==> config.mk <==
export PLATFORM = sky130hd
export DESIGN_NAME = count_sequencer
export DESIGN_NICKNAME = d
export VERILOG_FILES = /design/src/rtl/count_sequencer.sv
export SDC_FILE = /design/constraint.sdc
export NUM_CORES = 1
export LEC_CHECK = 0
export ABC_CLOCK_PERIOD_IN_PS = 2400
export CORE_MARGIN = 2
export CORE_UTILIZATION = 45
export DETAILED_ROUTE_END_ITERATION = 12
export PLACE_DENSITY = 0.79
export SYNTH_ARGS = -nofsm -noshare
export SYNTH_HDL_FRONTEND = slang
export SYNTH_SLANG_ARGS = --single-unit
==> constraint.sdc <==
create_clock -name clk -period 2.4 [get_ports clk]
set_input_delay 0.24 -clock clk [delete_from_list [all_inputs] [get_ports clk]]
set_output_delay 0.24 -clock clk [all_outputs]
set_load 0.05 [all_outputs]
==> src/rtl/count_sequencer.sv <==
// Sequences the N-phase and M-phase counters for LOOPS passes after a start edge.
// It pulses bis_end for one cycle on completion and supports a synchronous abort.
module count_sequencer #(
    parameter int N_MAX = 5,
    parameter int M_MAX = 12,
    parameter int LOOPS = 2
) (
    input  logic       clk,
    input  logic       reset,
    input  logic       start,
    input  logic       abort,
    output logic       out,
    output logic       running,
    output logic       bis_end,
    output logic [1:0] phase,
    output logic [2:0] count_n,
    output logic [3:0] count_m,
    output logic [3:0] loop_cnt
);

    typedef enum logic [1:0] {
        IDLE   = 2'd0,
        RUN_N  = 2'd1,
        RUN_M  = 2'd2,
        FINISH = 2'd3
    } state_t;

    localparam logic [2:0] N_TERM    = 3'(N_MAX);
    localparam logic [3:0] M_TERM    = 4'(M_MAX);
    localparam logic [3:0] LOOP_LAST = 4'(LOOPS - 1);

    state_t     state_reg, state_next;
    logic [2:0] count_n_reg, count_n_next;
    logic [3:0] count_m_reg, count_m_next;
    logic [3:0] loop_cnt_reg, loop_cnt_next;
    logic       start_prev_reg;
    logic       start_rise;

    assign start_rise = start & ~start_prev_reg;

    always_ff @(posedge clk or negedge reset) begin
        if (!reset) begin
            state_reg      <= IDLE;
            count_n_reg    <= '0;
            count_m_reg    <= '0;
            loop_cnt_reg   <= '0;
            start_prev_reg <= 1'b0;
        end else begin
            state_reg      <= state_next;
            count_n_reg    <= count_n_next;
            count_m_reg    <= count_m_next;
            loop_cnt_reg   <= loop_cnt_next;
            start_prev_reg <= start;
        end
    end

    always_comb begin
        state_next    = state_reg;
        count_n_next  = count_n_reg;
        count_m_next  = count_m_reg;
        loop_cnt_next = loop_cnt_reg;
        case (state_reg)
            IDLE: begin
                if (start_rise && !abort) begin
                    state_next    = RUN_N;
                    count_n_next  = '0;
                    count_m_next  = '0;
                    loop_cnt_next = '0;
                end
            end
            RUN_N: begin
                // abort takes priority over the terminal count
                if (abort) begin
                    state_next    = IDLE;
                    count_n_next  = '0;
                    count_m_next  = '0;
                    loop_cnt_next = '0;
                end else if (count_n_reg == N_TERM) begin
                    count_n_next = '0;
                    state_next   = RUN_M;
                end else begin
                    count_n_next = count_n_reg + 3'd1;
                end
            end
            RUN_M: begin
                if (abort) begin
                    state_next    = IDLE;
                    count_n_next  = '0;
                    count_m_next  = '0;
                    loop_cnt_next = '0;
                end else if (count_m_reg == M_TERM) begin
                    count_m_next = '0;
                    if (loop_cnt_reg == LOOP_LAST) begin
                        state_next = FINISH;
                    end else begin
                        loop_cnt_next = loop_cnt_reg + 4'd1;
                        state_next    = RUN_N;
                    end
                end else begin
                    count_m_next = count_m_reg + 4'd1;
                end
            end
            FINISH: state_next = IDLE;
            default: state_next = IDLE;
        endcase
    end

    assign out      = (state_reg == RUN_N);
    assign running  = (state_reg == RUN_N) || (state_reg == RUN_M);
    assign bis_end  = (state_reg == FINISH);
    assign phase    = state_reg;
    assign count_n  = count_n_reg;
    assign count_m  = count_m_reg;
    assign loop_cnt = loop_cnt_reg;

endmodule

==> metrics.yaml, run 1 <==
grt_pass1_vias: 666
cp_max_fo: 5
vias: 694
setup_viol: 0
crit_type: "reg -> out"
crit_path_top_delay_cell: "clkdlybuf4s50_1"
areaGrowthSynthToFinish_pct: 29.0
grt_setup_unrepaired: "false"
yosys_warnings: 0
syn_area_sq_um: 841
wl_per_cell_um: 13.2
dp_cells: 126
cts_tree: "yes"
via_per_inst: 5.38
ys_types: 31
drv_cap: 0
num_rows: 15
grt-ovfl-total: 0
ant_nets: 0
cts_hold_buffers: 0
chipHeight_um: 47.2
finalCriticalPeriod_ps: 2130
nFillCells: 149
nets: 119
cts_htree_levels: 1
grt_usage_pct: 18.9
syn_inst: 82
synth-seq-cells: 14
drive_above_1_share_pct: 8.65
cts_buffer_depth: 2
hold_viol_final: 0
core-area_sq_um: 1750
slew_viol_final: 0
cts_sinks: 14
drc: 0
yosysSeqAreaShare_pct: 41.7
clkTransAtPathRegs_ps: 80
synthesis.nets: 95
fin_crit_sh_pct: 88.9
fmax_ghz: 0.469
cts_setup_buffers: 0
max_stage_delay_ps: 790
die_area_sq_um: 2230
drt_iter0_drc: 20
vdd_drop_max_mv: 0.734
power_density_nw_per_um2: 1070
syn_area_per_cell_sq_um: 10.3
clock_latency_ps: 270
status: "complete, no violations"
worst_slew_margin_rel_pct: 58.5
tightest_slew_ps: 620
cts_made_buffers: 3
hpwl_mm: 1.34
critical_path_arrival_ps: 1890
path_cells: "inv_1 -> ha_1 -> clkdlybuf4s50_1"
fin_worst_skew_ps: 5.32
r2r_slack_ps: 500
setup.worst_path.end_class: "output pin"
final_cells: 129
grt_max_degree: 15
start_util_pct: 48.2
antenna_cells: 0
routed_wl_mm: 1.70
io_pins: 20
crit_path_start_kind: "flip-flop"
p_leak_uw: 0.000471
finalSetupTns_ps: 0
place_congestion: 0.766
io_buffers: 19
antenna_found_initial: 0
hold_class: "in -> async"
fin_hold_ws_ps: 348
grt_pass1_wl_mm: 2.87
dr.pass1.iters: 4
required_ps: 2160
cts-root-buf: "clkbuf_4"
die_w_um: 47.2
cts_resized: 0
-- cells in the mapped netlist --
master,count,area (sq um)
nor4_1,1,6.26
o21bai_1,1,7.51
inv_1,7,26.3
nand2b_2,1,8.76
o2bb2ai_1,2,17.5
ha_1,9,113
o221ai_1,1,8.76
nor2_1,3,11.3
nand3_1,7,35.0
dfrtp_1,14,350
o22ai_1,1,6.26
o211a_1,1,10.0
a22o_1,1,8.76
or4_4,1,11.3
nor3b_2,1,12.5
a21oi_1,1,5.00
nand2b_1,3,18.8
a211oi_1,1,7.51
mux2_2,2,22.5
nor3b_1,2,15.0
nor2b_1,1,6.26
nor3_1,1,5.00
o31ai_1,2,15.0
mux2i_1,2,20.0
nand2_1,6,22.5
o21ai_0,3,15.0
or4_1,1,7.51
a21o_1,1,7.51
o211ai_2,1,12.5
o211ai_1,2,15.0
and2_1,2,12.5
-- placed cells by master, fill, tap and decap left out, types with 2 or more instances in the layout --
master and n:
clkdlybuf4s50_1 19, dfrtp_1 14, ha_1 9, inv_1 7, nand3_1 7, nand2_1 6, nor2_1 3, nand2b_1 3
o21ai_0 3, clkbuf_4 3, nor3b_1 2, mux2_2 2, o211ai_1 2, and2_1 2, o31ai_1 2, mux2i_1 2
o2bb2ai_1 2
-- layer usage --
| metal | wire length, um | track usage, % | share of wire, % |
|---|---|---|---|
| met5 | 0 | 0 | 0 |
| met4 | 34 | 10.0 | 2.0 |
| met3 | 66 | 3.85 | 3.9 |
| met2 | 789 | 30.5 | 46 |
| met1 | 811 | 23.6 | 48 |
-- area by class of cell --
type                            count  area (sq um)  share of cell area [%]
Multi-Input combinational cell     61           464                    42.8
Sequential cell                    14           350                    32.3
Timing Repair Buffer               19           190                    17.5
Tap cell                           25          31.3                    2.88
Inverter                            7          26.3                    2.42
Clock buffer                        3          22.5                    2.08
-- kinds of logic after synthesis --
| group | count (synthesis) | synth area share, % |
|---|---|---|
| and+or+nand+nor | 30 | 20.5 |
| DFF | 14 | 41.7 |
| AOI/OAI and AO/OA | 18 | 16.2 |
| buffers and inverters | 7 | 3.13 |
| adders and majority gates | 9 | 13.4 |
| muxes | 4 | 5.06 |
-- stage by stage --
step           utilization, %  cell area, sq um  power (uW)  worst slack [ps]
2_1_floorplan               -               841         846               193
5_1_grt                  62.2              1080        1240               186
3_5_place_dp             60.9              1060        1040               475
6_report                 62.2              1080        1170               266
3_3_place_gp             60.9              1060        1030               509
4_1_cts                  62.2              1080        1170               274
-- report_power, final --
part / switching [uW] / internal, uW / leakage [uW]
Sequential: 49.2 / 273 / 0.000190
Combinational: 463 / 253 / 0.000268
Clock: 68.9 / 58.1 / 0.0000138
Total: 581 / 584 / 0.000471
-- critical path: cells and delay by family, from the launching register on --
kind / cells / cell delay [ps]
buffers and inverters: 2 / 900
adders and majority gates: 1 / 280
DFF: 1 / 430
-- final timing paths --
check                                 start             end  depth (start not counted)
min in group clk                      start  start_prev_reg                          1
worst min register to register  loop_cnt[3]     loop_cnt[3]                          1
worst max register to register     phase[0]        phase[1]                          6
max in group asynchronous             reset     loop_cnt[2]                          1
worst min-delay path                  reset     loop_cnt[1]                          1
worst max-delay path               phase[1]         running                          3
Note: power is estimated with default switching activity, not from simulation.
==> run 2: changes to the inputs <==
--- a/config.mk
+++ b/config.mk
@@ -8,6 +8,7 @@
 export ABC_CLOCK_PERIOD_IN_PS = 2400
 export CORE_MARGIN = 2
 export CORE_UTILIZATION = 45
+export CTS_CLUSTER_SIZE = 8
 export DETAILED_ROUTE_END_ITERATION = 12
 export PLACE_DENSITY = 0.79
 export SYNTH_ARGS = -nofsm -noshare
==> results of run 2 <==
Same layout as run 1: the final DEF is identical, and so are final timing and power.
==> run 3: changes to the inputs <==
--- a/config.mk
+++ b/config.mk
@@ -5,12 +5,14 @@
 export SDC_FILE = /design/constraint.sdc
 export NUM_CORES = 1
 export LEC_CHECK = 0
+export ABC_AREA = 1
 export ABC_CLOCK_PERIOD_IN_PS = 2400
 export CORE_MARGIN = 2
 export CORE_UTILIZATION = 45
 export CTS_CLUSTER_SIZE = 8
 export DETAILED_ROUTE_END_ITERATION = 12
-export PLACE_DENSITY = 0.79
+export PLACE_DENSITY = 0.78
+export SLEW_MARGIN = 20
 export SYNTH_ARGS = -nofsm -noshare
 export SYNTH_HDL_FRONTEND = slang
 export SYNTH_SLANG_ARGS = --single-unit
==> run 3 against run 2 <==
  * Sequential power down 2%
  * Highest routed layer unchanged
  * Worst hold slack better by 22 ps
  * Non-clock buffer count unchanged
  * Fmax about the same
  * First-iteration DRC count down 25%
  * Clock skew down 3.9 ps
  * Sequential share of layout area down 3.2 points
  * Count of clock-buffer cells in the layout up 1
  * Core utilization down 0.80 points
==> metrics.yaml, run 3 <==
hold_viol_final: 0
cts_buffer_depth: 2
cp_top_family: "buffers and inverters"
fmax_ghz: 0.468
max_stage_delay_ps: 820
cts_hold_buffers: 0
grtUsageMet3_pct: 3.64
grt_util_met1_pct: 24.1
dr.pass1.iters: 4
final_common_cell: "nand2_1"
yosysSeqAreaShare_pct: 37.1
cts_resized: 0
dp_cells: 168
crit_path_start_kind: "flip-flop"
r2r_slack_ps: 790
start_util_pct: 48.1
io_buffers: 19
cp_max_fo: 5
cts_htree_levels: 1
yosysMostFrequentCell: "nand2_1"
setup.worst_path.end_class: "output pin"
multi_input_comb_area_sq_um: 518
finalPower_uw: 1180
met2_usage_pct: 31.1
timing.critical_path.buf_inv: 2
place_congestion: 0.753
syn_area_sq_um: 943
crit_type: "reg -> out"
synth_common_cells: "nand2_1 (28), inv_1 (18), dfrtp_1 (14), nor2_1 (14)"
core-area_sq_um: 1960
hpwl_mm: 1.52
hold_class: "in -> async"
finalCriticalPeriod_ps: 2140
synth_edf_count: 0
grt_setup_unrepaired: "false"
final_cells: 172
setup_ws_ps: 264
grt_max_degree: 15
power_density_nw_per_um2: 978
cts_made_buffers: 3
reg2reg_depth: 8
grt.busiest_layer: "met2"
setup_viol: 0
synthArstFlopShare_pct: 100
netlist_top_cells_area: "dfrtp_1 (37%), ha_1 (12%), nand2_1 (11%)"
io_pins: 20
clock_latency_ps: 270
syn_area_per_cell_sq_um: 7.73
synth_top_cell_area_share_pct: 37.1
cts_setup_buffers: 0
clkTransAtPathRegs_ps: 90
cts_sinks: 14
antenna_cells: 0
num_rows: 16
p_leak_uw: 0.000566
finalSetupTns_ps: 0
required_ps: 2160
tightest_slew_ps: 677
cts-root-buf: "clkbuf_4"
cts_tree: "yes"
fin_worst_skew_ps: 1.46
vias: 851
slew_viol_final: 0
reg2reg_from: "phase[0]"
drc: 0
grt_usage_pct: 18.4
status: "complete, no violations"
fin_crit_sh_pct: 89.0
grt_pass1_wl_mm: 3.59
antenna_found_initial: 0
path_cells: "inv_1 -> ha_1 -> clkdlybuf4s50_1"
die_area_sq_um: 2480
worst_slew_margin_rel_pct: 54.7
grt-ovfl-total: 0
reg2reg_to: "loop_cnt[1]"
cp-startpoint: "phase[1]"
grt_pass1_vias: 841
syn_inst: 122
ant_nets: 0
synth_ff_type: "dfrtp_1"
place_ws_ps: 554
chipHeight_um: 49.8
drv_cap: 0
nFillCells: 193
routed_wl_mm: 1.97
die_w_um: 49.8
wl_per_cell_um: 11.5
drt_iter0_drc: 15
vdd_drop_max_mv: 0.714
synth_area_leader_cell: "dfrtp_1"
final_cell_mix: "nand2_1 (28), clkdlybuf4s50_1 (19), inv_1 (18)"
yosys_warnings: 0
crit_path_top_delay_cell: "clkdlybuf4s50_1"
synthesis.nets: 135
critical_path_arrival_ps: 1900
regArea_sq_um: 350
drive_above_1_share_pct: 12.4
ys_types: 18
synth-seq-cells: 14
areaGrowthSynthToFinish_pct: 27.6
nets: 159
via_per_inst: 4.95
[run 3: through the flow]
step / instance area, sq um / util (%) / hold WS [ps]
finish: 1200 / 61.4 / 370
global route: 1200 / 61.4 / 428
CTS: 1200 / 61.4 / 384
detailed placement: 1170 / 59.5 / 520
global placement: 1170 / 59.5 / 519
floorplan: 943 / - / -55.6
[run 3: area by class of cell]
type,count,area share (%)
multi-input combinational,88,43.0
sequential,14,29.1
timing repair buffer,19,15.8
inverter,20,6.24
clock buffer,4,3.01
tap,27,2.81
[run 3: worst reg2reg max path: stages (launching register included)]
cell and delay [ps]:
dfrtp_1 430, inv_1 120, ha_1 190, inv_1 70
nor2_4 240, nand3_2 190, nand4_1 170, nand2_1 70
nand2_1 70
[run 3: layer usage]
layer,up-vias,part of all wire (%)
met2,21,49
met5,-,0
met3,2,4.8
met4,0,0.91
li1,436,-
met1,392,45
[run 3: cell families after synthesis]
| group | count (synthesis) | synth area share (%) |
|---|---|---|
| flip-flops | 14 | 37.1 |
| AND/OR/NAND/NOR | 69 | 36.1 |
| XOR/XNOR | 1 | 0.929 |
| AO/OA/AOI/OAI | 9 | 5.97 |
| buffers and inverters | 20 | 7.96 |
| adder cells (fa/ha/maj) | 9 | 11.9 |
[run 3: worst max-delay path by stage]
stage	slack, ps	end	cells past startpoint
final	260	out	3
after global routing	210	out	3
after CTS	250	running	3
after detailed placement	550	running	3
after global placement	620	running	3
after floorplan	490	loop_cnt[0]	8
[run 3: where the power goes]
part | leakage [uW] | internal (uW) | switching, uW | total, uW
logic | 0.000357 | 220 | 469 | 689
clock network | 0.0000210 | 92.1 | 79.0 | 171
registers | 0.000189 | 272 | 44.7 | 317
total | 0.000566 | 584 | 593 | 1180
